`src/rtl/exe_pkg.sv`:
```
// Shared execute-stage definitions.
//   EXE_WIDTH       : datapath width of the EXE-stage adder
//   EXE_ADD_NREQ    : default number of requesters sharing the adder
//   exe_arb_state_t : output register occupancy of the adder arbiter
package exe_pkg;

    localparam int EXE_WIDTH    = 32;
    localparam int EXE_ADD_NREQ = 2;

    typedef enum logic {
        ARB_EMPTY,
        ARB_FULL
    } exe_arb_state_t;

endpackage

```
`src/rtl/EXE_ADDER.sv`:
```
// Shared EXE-stage adder: add_out = add_in1 + add_in2, modulo 2^WIDTH.
//   add_in1 : operand 1
//   add_in2 : operand 2
//   add_out : sum, carry-out discarded
module EXE_ADDER #(
    parameter int WIDTH = 32
) (
    input  logic [WIDTH-1:0] add_in1,
    input  logic [WIDTH-1:0] add_in2,
    output logic [WIDTH-1:0] add_out
);

    assign add_out = add_in1 + add_in2;

endmodule

```
`src/rtl/exe_adder_arbiter.sv`:
```
// Round-robin arbiter sharing one EXE_ADDER among N_REQ requesters.
// The result is registered and tagged with the granted requester's index.
//   clk, rst_n : clock, synchronous active-low reset
//   req_valid  : per-requester operand valid
//   req_ready  : per-requester accept (combinational grant)
//   req_a/b    : packed operands, requester i at [i*WIDTH +: WIDTH]
//   rsp_valid  : registered result valid
//   rsp_ready  : consumer accepts result
//   rsp_sum    : registered sum
//   rsp_id     : index of the requester that produced rsp_sum
module exe_adder_arbiter
    import exe_pkg::*;
#(
    parameter int WIDTH = EXE_WIDTH,
    parameter int N_REQ = EXE_ADD_NREQ,
    parameter int ID_W  = (N_REQ > 1) ? $clog2(N_REQ) : 1
) (
    input  logic                   clk,
    input  logic                   rst_n,
    input  logic [N_REQ-1:0]       req_valid,
    output logic [N_REQ-1:0]       req_ready,
    input  logic [N_REQ*WIDTH-1:0] req_a,
    input  logic [N_REQ*WIDTH-1:0] req_b,
    output logic                   rsp_valid,
    input  logic                   rsp_ready,
    output logic [WIDTH-1:0]       rsp_sum,
    output logic [ID_W-1:0]        rsp_id
);

    // Returns {found, index} of the first valid requester scanning upward from ptr.
    // Iterating from the far end lets the nearest hit overwrite earlier ones.
    function automatic logic [ID_W:0] rr_pick(input logic [N_REQ-1:0] valid,
                                              input logic [ID_W-1:0]  ptr);
        logic [ID_W:0] res;
        int            idx;
        res = '0;
        for (int k = N_REQ - 1; k >= 0; k--) begin
            idx = (int'(ptr) + k) % N_REQ;
            if (valid[idx]) begin
                res = {1'b1, ID_W'(idx)};
            end
        end
        return res;
    endfunction

    exe_arb_state_t   state_q, state_d;
    logic [WIDTH-1:0] sum_q, sum_d;
    logic [ID_W-1:0]  id_q, id_d;
    logic [ID_W-1:0]  rr_ptr_q, rr_ptr_d;

    logic [ID_W:0]    pick;
    logic             found;
    logic [ID_W-1:0]  grant_id;
    logic             can_accept;
    logic             grant;
    logic [ID_W-1:0]  sel_id;
    logic [WIDTH-1:0] add_a, add_b, add_out;

    always_comb begin
        pick     = rr_pick(req_valid, rr_ptr_q);
        found    = pick[ID_W];
        grant_id = pick[ID_W-1:0];
        // Reset gates acceptance so nothing is captured in a reset cycle.
        can_accept = rst_n && ((state_q == ARB_EMPTY) || rsp_ready);
        grant      = can_accept && found;
        for (int i = 0; i < N_REQ; i++) begin
            req_ready[i] = grant && (grant_id == ID_W'(i));
        end
    end

    // Operand mux: idle cycles present rr_ptr's operands; the sum is ignored then.
    always_comb begin
        sel_id = grant ? grant_id : rr_ptr_q;
        add_a  = '0;
        add_b  = '0;
        for (int i = 0; i < N_REQ; i++) begin
            if (sel_id == ID_W'(i)) begin
                add_a = req_a[i*WIDTH +: WIDTH];
                add_b = req_b[i*WIDTH +: WIDTH];
            end
        end
    end

    EXE_ADDER #(
        .WIDTH (WIDTH)
    ) u_adder (
        .add_in1 (add_a),
        .add_in2 (add_b),
        .add_out (add_out)
    );

    always_comb begin
        state_d  = state_q;
        sum_d    = sum_q;
        id_d     = id_q;
        rr_ptr_d = rr_ptr_q;
        if (grant) begin
            state_d  = ARB_FULL;
            sum_d    = add_out;
            id_d     = grant_id;
            rr_ptr_d = (grant_id == ID_W'(N_REQ - 1)) ? '0 : grant_id + ID_W'(1);
        end else if ((state_q == ARB_FULL) && rsp_ready) begin
            // Drain only; sum/id keep their last values.
            state_d = ARB_EMPTY;
        end
    end

    always_ff @(posedge clk) begin
        if (!rst_n) begin
            state_q  <= ARB_EMPTY;
            sum_q    <= '0;
            id_q     <= '0;
            rr_ptr_q <= '0;
        end else begin
            state_q  <= state_d;
            sum_q    <= sum_d;
            id_q     <= id_d;
            rr_ptr_q <= rr_ptr_d;
        end
    end

    assign rsp_valid = (state_q == ARB_FULL);
    assign rsp_sum   = sum_q;
    assign rsp_id    = id_q;

endmodule

```
`config.mk`:
```
export PLATFORM = sky130hd
export DESIGN_NAME = exe_adder_arbiter
export DESIGN_NICKNAME = d
export VERILOG_FILES = /design/src/rtl/exe_pkg.sv /design/src/rtl/EXE_ADDER.sv /design/src/rtl/exe_adder_arbiter.sv
export SDC_FILE = /design/constraint.sdc
export NUM_CORES = 1
export LEC_CHECK = 0
export BUFFER_PORTS_ARGS = -buffer_cell sky130_fd_sc_hd__buf_2
export CAP_MARGIN = 20
export CORE_MARGIN = 8
export CORE_UTILIZATION = 40
export DETAILED_ROUTE_END_ITERATION = 8
export PLACE_DENSITY = 0.69
export SLEW_MARGIN = 10
export SYNTH_ARGS = -nofsm -noshare
export SYNTH_HDL_FRONTEND = slang
export SYNTH_SLANG_ARGS = --single-unit
```
`constraint.sdc`:
```
create_clock -name clk -period 6.2 [get_ports clk]
set_clock_uncertainty 0.2 [all_clocks]
set_input_delay 0.93 -clock clk [delete_from_list [all_inputs] [get_ports clk]]
set_output_delay 0.93 -clock clk [all_outputs]
set_load 0.005 [all_outputs]
```
==> impl_metrics.csv, run 1 <==
group,metric,value,unit
layout,antennaDiodeCount,0,
layout,multi_input_area,2830,um2
timing,hold_viol_final,0,
routing,dr.pass1.iters,4,
synth,syn_nets,610,
synth,async_flop_share,0,
worst_setup_path,crit_required,6.18,ns
cts,cts_tree,"built",
routing,num_vias,3818,
layout,seqCellArea,700.7,um2
floorplanning,core-area,9065,um2
worst_setup_path,crit_family,"compound AO/OA/AOI/OAI gates",
synth,ys.flop_type,"dfxtp_1",
power_and_ir_drop,leakagePower,2.195,nW
cts,cts_hold_buf,0,
cts,htree_num_levels,2,
worst_setup_path,start_kind,"input pin",
worst_setup_path,slowest_stage,"fa_1",
synth,synth-seq-cells,35,
timing,tightest_slew,0.5813,ns
layout,layout.nets,763,
cts,clock_path_buffers,2,
place,dp_slack,1.069,ns
global_routing,grt_antenna_before_repair,0,
worst_setup_path,crit_buf_inv,2,
cts,cts_inserted_buffers,5,
global_routing,grt_first_pass_wirelength,18400,um
worst_setup_path,cp_common_cell,"a31oi_2",
synth,synthDistinctLibCells,50,
place,place_hpwl,9643,um
place,place_congestion,0.8717,
synth,mappedNetlistArea,3656,um2
routing,routed_via_density,5.377,
floorplanning,die_h,111.6,um
layout,drive_gt1_frac,0.4207,
worst_hold_path,min_path_type,"register to register",
routing,final_antenna_net_count,0,
place,port_buffers,168,
timing,setup_ws,1.393,ns
floorplanning,num_io_pins,169,
worst_setup_path,cp-end-kind,"register",
cts,ctsRootBufferMaster,"clkbuf_8",
layout,layout_commonest_cell,"buf_2",
synth,synth.yosys.seq_area_share,0.1916,
synth,synth-edff-count,0,
synth,syn_inst,445,
layout,area_growth,27.14,%
timing,hold_ws,0.2621,ns
floorplanning,rows,35,
status,outcome,"complete, no violations",
floorplanning,die_area,12460,um2
cts,path_clk_slew,0.07,ns
timing,period_share,0.7754,
layout,fill_cells,902,
timing,period_minus_slack,4.807,ns
timing,setup_viol,0,
timing,tns,0,ns
floorplanning,initial_core_util,0.4033,
worst_setup_path,worstSetupPathType,"input pin to register",
layout,stdcell_area,4648,um2
worst_setup_path,path_cells,"buf_2 > nand3b_1 > a21boi_4 > buf_4 > mux2_2 > fa_1 > a21o_1 > a221o_2 > a31oi_2 > a31oi_2 > a41oi_2 > nor3_1 > a221o_1",
global_routing,grt_use_total,0.1747,
global_routing,grt_max_degree,57,
timing,finalMaxSlewViolations,0,
job,cap_violations,0,
routing,post-route-drc-count,0,
power_and_ir_drop,p_per_area,234.4,nW/um2
worst_setup_path,critical_path_peak_fanout,42,
synth,syn_avg_cell_area,8.216,um2
timing,max-slew-margin-rel,0.6110,
global_routing,first_global_vias,3943,
global_routing,globalRouteOverflowTotal,0,
routing,drt_iter0_markers,181,
synth,ys_warn_count,0,
layout,final_cell_mix,"buf_2 (168), mux2_2 (62), o21ai_0 (47)",
cts,insertion_delay,0.29,ns
timing,timing.fmax,0.2080,GHz
routing,drt-total-wl,11320,um
power_and_ir_drop,ir_worst_vdd,0.08320,mV
cts,clock-sinks,35,
cts,postCtsSetupBuffers,0,
worst_setup_path,slowest_delay,0.47,ns
floorplanning,die_w,111.6,um
place,place_area,4563,um2
timing,grt_setup_unrepaired,"false",
routing,wire_per_inst,15.94,um
worst_setup_path,crit_arrival,4.78,ns
cts,cts_resized,0,
path summary, 6_finish.rpt:
kind	start	end	slack (ns)	cells past startpoint
setup / recovery	rst_n	rsp_sum[28]	1.39	13
hold / removal	rsp_sum[1]	rsp_sum[1]	0.26	2
setup reg to reg	rr_ptr_q	rsp_sum[28]	1.94	12
hold reg to reg	rsp_sum[1]	rsp_sum[1]	0.26	2
cell type report:
class,instances,area share
Clock inverter,2,0.002692
Timing Repair Buffer,171,0.1857
Sequential cell,35,0.1507
Multi-Input combinational cell,377,0.6089
Inverter,8,0.006460
Tap cell,111,0.02988
Clock buffer,6,0.01561
cells in the mapped netlist (5+ instances only):
cell | number | area share
nand3_1 | 32 | 0.044
a21o_1 | 11 | 0.023
a21oi_1 | 41 | 0.056
o211ai_1 | 7 | 0.014
nand4_1 | 6 | 0.010
nor2_1 | 11 | 0.011
o21ai_0 | 47 | 0.064
nand2_1 | 37 | 0.038
clkbuf_1 | 12 | 0.012
mux2_2 | 62 | 0.19
dfxtp_1 | 35 | 0.19
buf_2 | 9 | 0.012
xnor2_1 | 16 | 0.038
a211oi_1 | 5 | 0.010
ha_1 | 31 | 0.11
nor3_1 | 6 | 0.0082
xor2_1 | 13 | 0.031
inv_1 | 8 | 0.0082
layer usage:
metal	global-route usage	up-vias	routed length (um)
met5	0	-	0
met4	0.04284	0	125
met3	0.04221	9	739
met2	0.2889	129	5211
met1	0.2222	1721	5242
li1	-	1959	-
logic make-up (layout without fill, tap and decap cells):
logic type | count (synthesis) | after routing | share of synthesized area
AOI/OAI and AO/OA | 143 | 143 | 0.2515
and+or+nand+nor | 111 | 111 | 0.1475
muxes | 62 | 62 | 0.1910
DFF | 35 | 35 | 0.1916
buffers and inverters | 33 | 187 | 0.03730
adders and majority gates | 32 | 32 | 0.1116
xor gates and xnor gates | 29 | 29 | 0.06947
state kept, by name, indices dropped and copies added, names as in the netlist:
name and flops:
rsp_sum 32, rr_ptr_q 1, rsp_id 1, rsp_valid 1
through the flow:
stage          cells  power, mW    util
2_1_floorplan    445     0.7276       -
3_3_place_gp     702     0.9265  0.5034
3_5_place_dp     702     0.9325  0.5034
4_1_cts          710      1.098  0.5128
5_1_grt          710      1.177  0.5128
6_report         710      1.090  0.5128
worst register-to-register path, delay by kind of cell (launching register included):
family                   cells  cell delay [ns]
AO/OA/AOI/OAI                8             2.17
adder cells (fa/ha/maj)      1             0.47
buffers and inverters        1             0.44
multiplexers                 1             0.43
flip-flops                   1             0.36
AND/OR/NAND/NOR              1             0.08
power breakdown:
| part | leakage (nW) | switching [mW] | internal, mW |
|---|---|---|---|
| Clock | 0.0412 | 0.0836 | 0.0785 |
| Combinational | 1.86 | 0.328 | 0.284 |
| Sequential | 0.291 | 0.0364 | 0.279 |
No activity file was read; power rests on OpenSTA's default activity.
==> run 2: changes to the inputs <==
PLACE_DENSITY = 0.72   (was 0.69)
clock period = 4.2 ns   (was 6.2 ns; I/O delays follow)
==> run 2 against run 1 <==
Net effect:
- count of clock-buffer cells in the layout is 1 higher
- worst hold slack worse by 0.0083 ns
- total power is 61% higher
- combinational power is 75% higher
- cell count is 9.0% higher
- non-clock buffer count is 64 higher
- die area stayed put
- flip-flop and latch count stayed put
- via count is 6.5% higher
- sequential power is 45% higher
- setup slack worse by 1.2 ns
==> impl_metrics.csv, run 2 (synthesized netlist as in run 1, its figures left out) <==
group,metric,value,unit
layout,area_growth,41.14,%
worst_hold_path,hold_depth,2,
job,cap_violations,0,
layout,drive_gt1_frac,0.4781,
floorplanning,die_w,111.6,um
worst_setup_path,critical_path_peak_fanout,14,
power_and_ir_drop,finalPower,1.760,mW
timing,finalMaxSlewViolations,0,
floorplanning,die_h,111.6,um
worst_setup_path,reg2reg_from,"rr_ptr_q",
timing,grt_setup_unrepaired,"false",
place,port_buffers,168,
timing,tightest_slew,0.5433,ns
worst_setup_path,r2r_end,"rsp_sum[29]",
routing,dr.pass1.iters,4,
worst_hold_path,hold_end,"rsp_sum[24]",
layout,layout.nets,827,
timing,period_share,0.9442,
layout,final_cell_mix,"buf_2 (168), buf_4 (65), mux2_2 (62)",
floorplanning,initial_core_util,0.4033,
power_and_ir_drop,p_per_area,341.0,nW/um2
layout,antennaDiodeCount,0,
layout,layout_commonest_cell,"buf_2",
cts,cts_tree,"built",
global_routing,grt_use_total,0.1824,
worst_setup_path,worstRegToRegCells,13,
worst_setup_path,cp-end-kind,"register",
global_routing,globalRouteOverflowTotal,0,
layout,largest_reg_flops,32,
cts,clock-sinks,35,
cts,cts_resized,0,
timing,hold_viol_final,0,
worst_hold_path,min_path_type,"register to register",
worst_setup_path,crit_arrival,3.92,ns
timing,period_minus_slack,3.965,ns
cts,clock_path_buffers,2,
floorplanning,die_area,12460,um2
worst_setup_path,r2r_setup_slack,0.38,ns
cts,insertion_delay,0.28,ns
cts,ctsRootBufferMaster,"clkbuf_8",
worst_setup_path,start_kind,"input pin",
cts,cts_inserted_buffers,5,
timing,timing.fmax,0.2522,GHz
global_routing,grt_first_pass_wirelength,19420,um
cts,cts_hold_buf,0,
global_routing,grt_max_degree,57,
cts,postCtsSetupBuffers,0,
worst_setup_path,crit_required,4.15,ns
timing,setup_viol,0,
cts,path_clk_slew,0.07,ns
floorplanning,rows,35,
global_routing,first_global_vias,4279,
power_and_ir_drop,leakagePower,2.514,nW
worst_setup_path,worstSetupPathType,"input pin to register",
place,dpl.cell_count,766,
layout,final_cells,774,
place,place_hpwl,10120,um
routing,final_antenna_net_count,0,
routing,drt_iter0_markers,192,
place,place_congestion,0.9002,
power_and_ir_drop,ir_worst_vdd,0.1301,mV
timing,max-slew-margin-rel,0.6365,
global_routing,grt_antenna_before_repair,0,
routing,num_vias,4068,
cts,htree_num_levels,2,
floorplanning,core-area,9065,um2
routing,drt-total-wl,11760,um
routing,wire_per_inst,15.19,um
routing,routed_via_density,5.256,
routing,post-route-drc-count,0,
layout,fill_cells,893,
floorplanning,num_io_pins,169,
worst_hold_path,hp-start,"rsp_sum[24]",
status,outcome,"complete, no violations",
-- run 2: worst max-delay path by stage --
stage	end	slack (ns)	from
2_1_floorplan	rsp_sum[28]	0.03	rsp_ready
3_3_place_gp	rsp_sum[29]	0.03	rsp_ready
3_5_place_dp	rsp_sum[29]	-0.09	rsp_ready
4_1_cts	rsp_sum[29]	0.21	rsp_ready
5_1_grt	rsp_sum[29]	0.03	rsp_ready
6_report	rsp_sum[29]	0.23	rsp_ready
-- run 2: critical path: stages --
cell	delay, ns
buf_2	0.09
nand2b_1	0.18
o2111ai_1	0.14
a21boi_4	0.29
buf_12	0.18
mux2_2	0.37
ha_1	0.31
a211oi_1	0.33
o211ai_1	0.22
a211oi_2	0.27
buf_4	0.15
o211ai_1	0.13
a221oi_1	0.35
xor2_1	0.18
o21ai_0	0.08
-- run 2: routing by layer --
metal / global-route usage / routed length, um / vias to the layer above
met5: 0 / 0 / -
met4: 0.04831 / 142 / 0
met3: 0.02868 / 650 / 12
met2: 0.3176 / 5650 / 120
met1: 0.2273 / 5318 / 1851
li1: - / - / 2085
-- run 2: layout make-up --
type | count | area [um2] | share of cell area
clock inverter | 1 | 5.005 | 0.0009699
timing repair buffer | 235 | 1369 | 0.2653
multi-input combinational | 377 | 2840 | 0.5504
clock buffer | 7 | 76.32 | 0.01479
tap | 111 | 138.9 | 0.02692
sequential | 35 | 700.7 | 0.1358
inverter | 8 | 30.03 | 0.005820
-- run 2: report_power, final --
| group | internal, mW | total, mW | leakage, nW | switching, mW |
|---|---|---|---|---|
| logic | 0.545 | 1.07 | 2.18 | 0.522 |
| clock network | 0.116 | 0.236 | 0.0422 | 0.120 |
| registers | 0.412 | 0.457 | 0.291 | 0.0445 |
| total | 1.07 | 1.76 | 2.51 | 0.686 |
-- run 2: stage by stage --
step             util  hold WS (ns)  worst slack [ns]  cell area, um2  setup TNS [ns]
5_1_grt        0.5692        0.2816           0.03213            5160               0
6_report       0.5692        0.2538            0.2345            5160               0
4_1_cts        0.5681        0.2605            0.2079            5150               0
2_1_floorplan       -        0.2419           0.03110            3662               0
3_5_place_dp   0.5591        0.2444          -0.08892            5069         -0.1133
3_3_place_gp   0.5591        0.2297           0.02945            5069               0
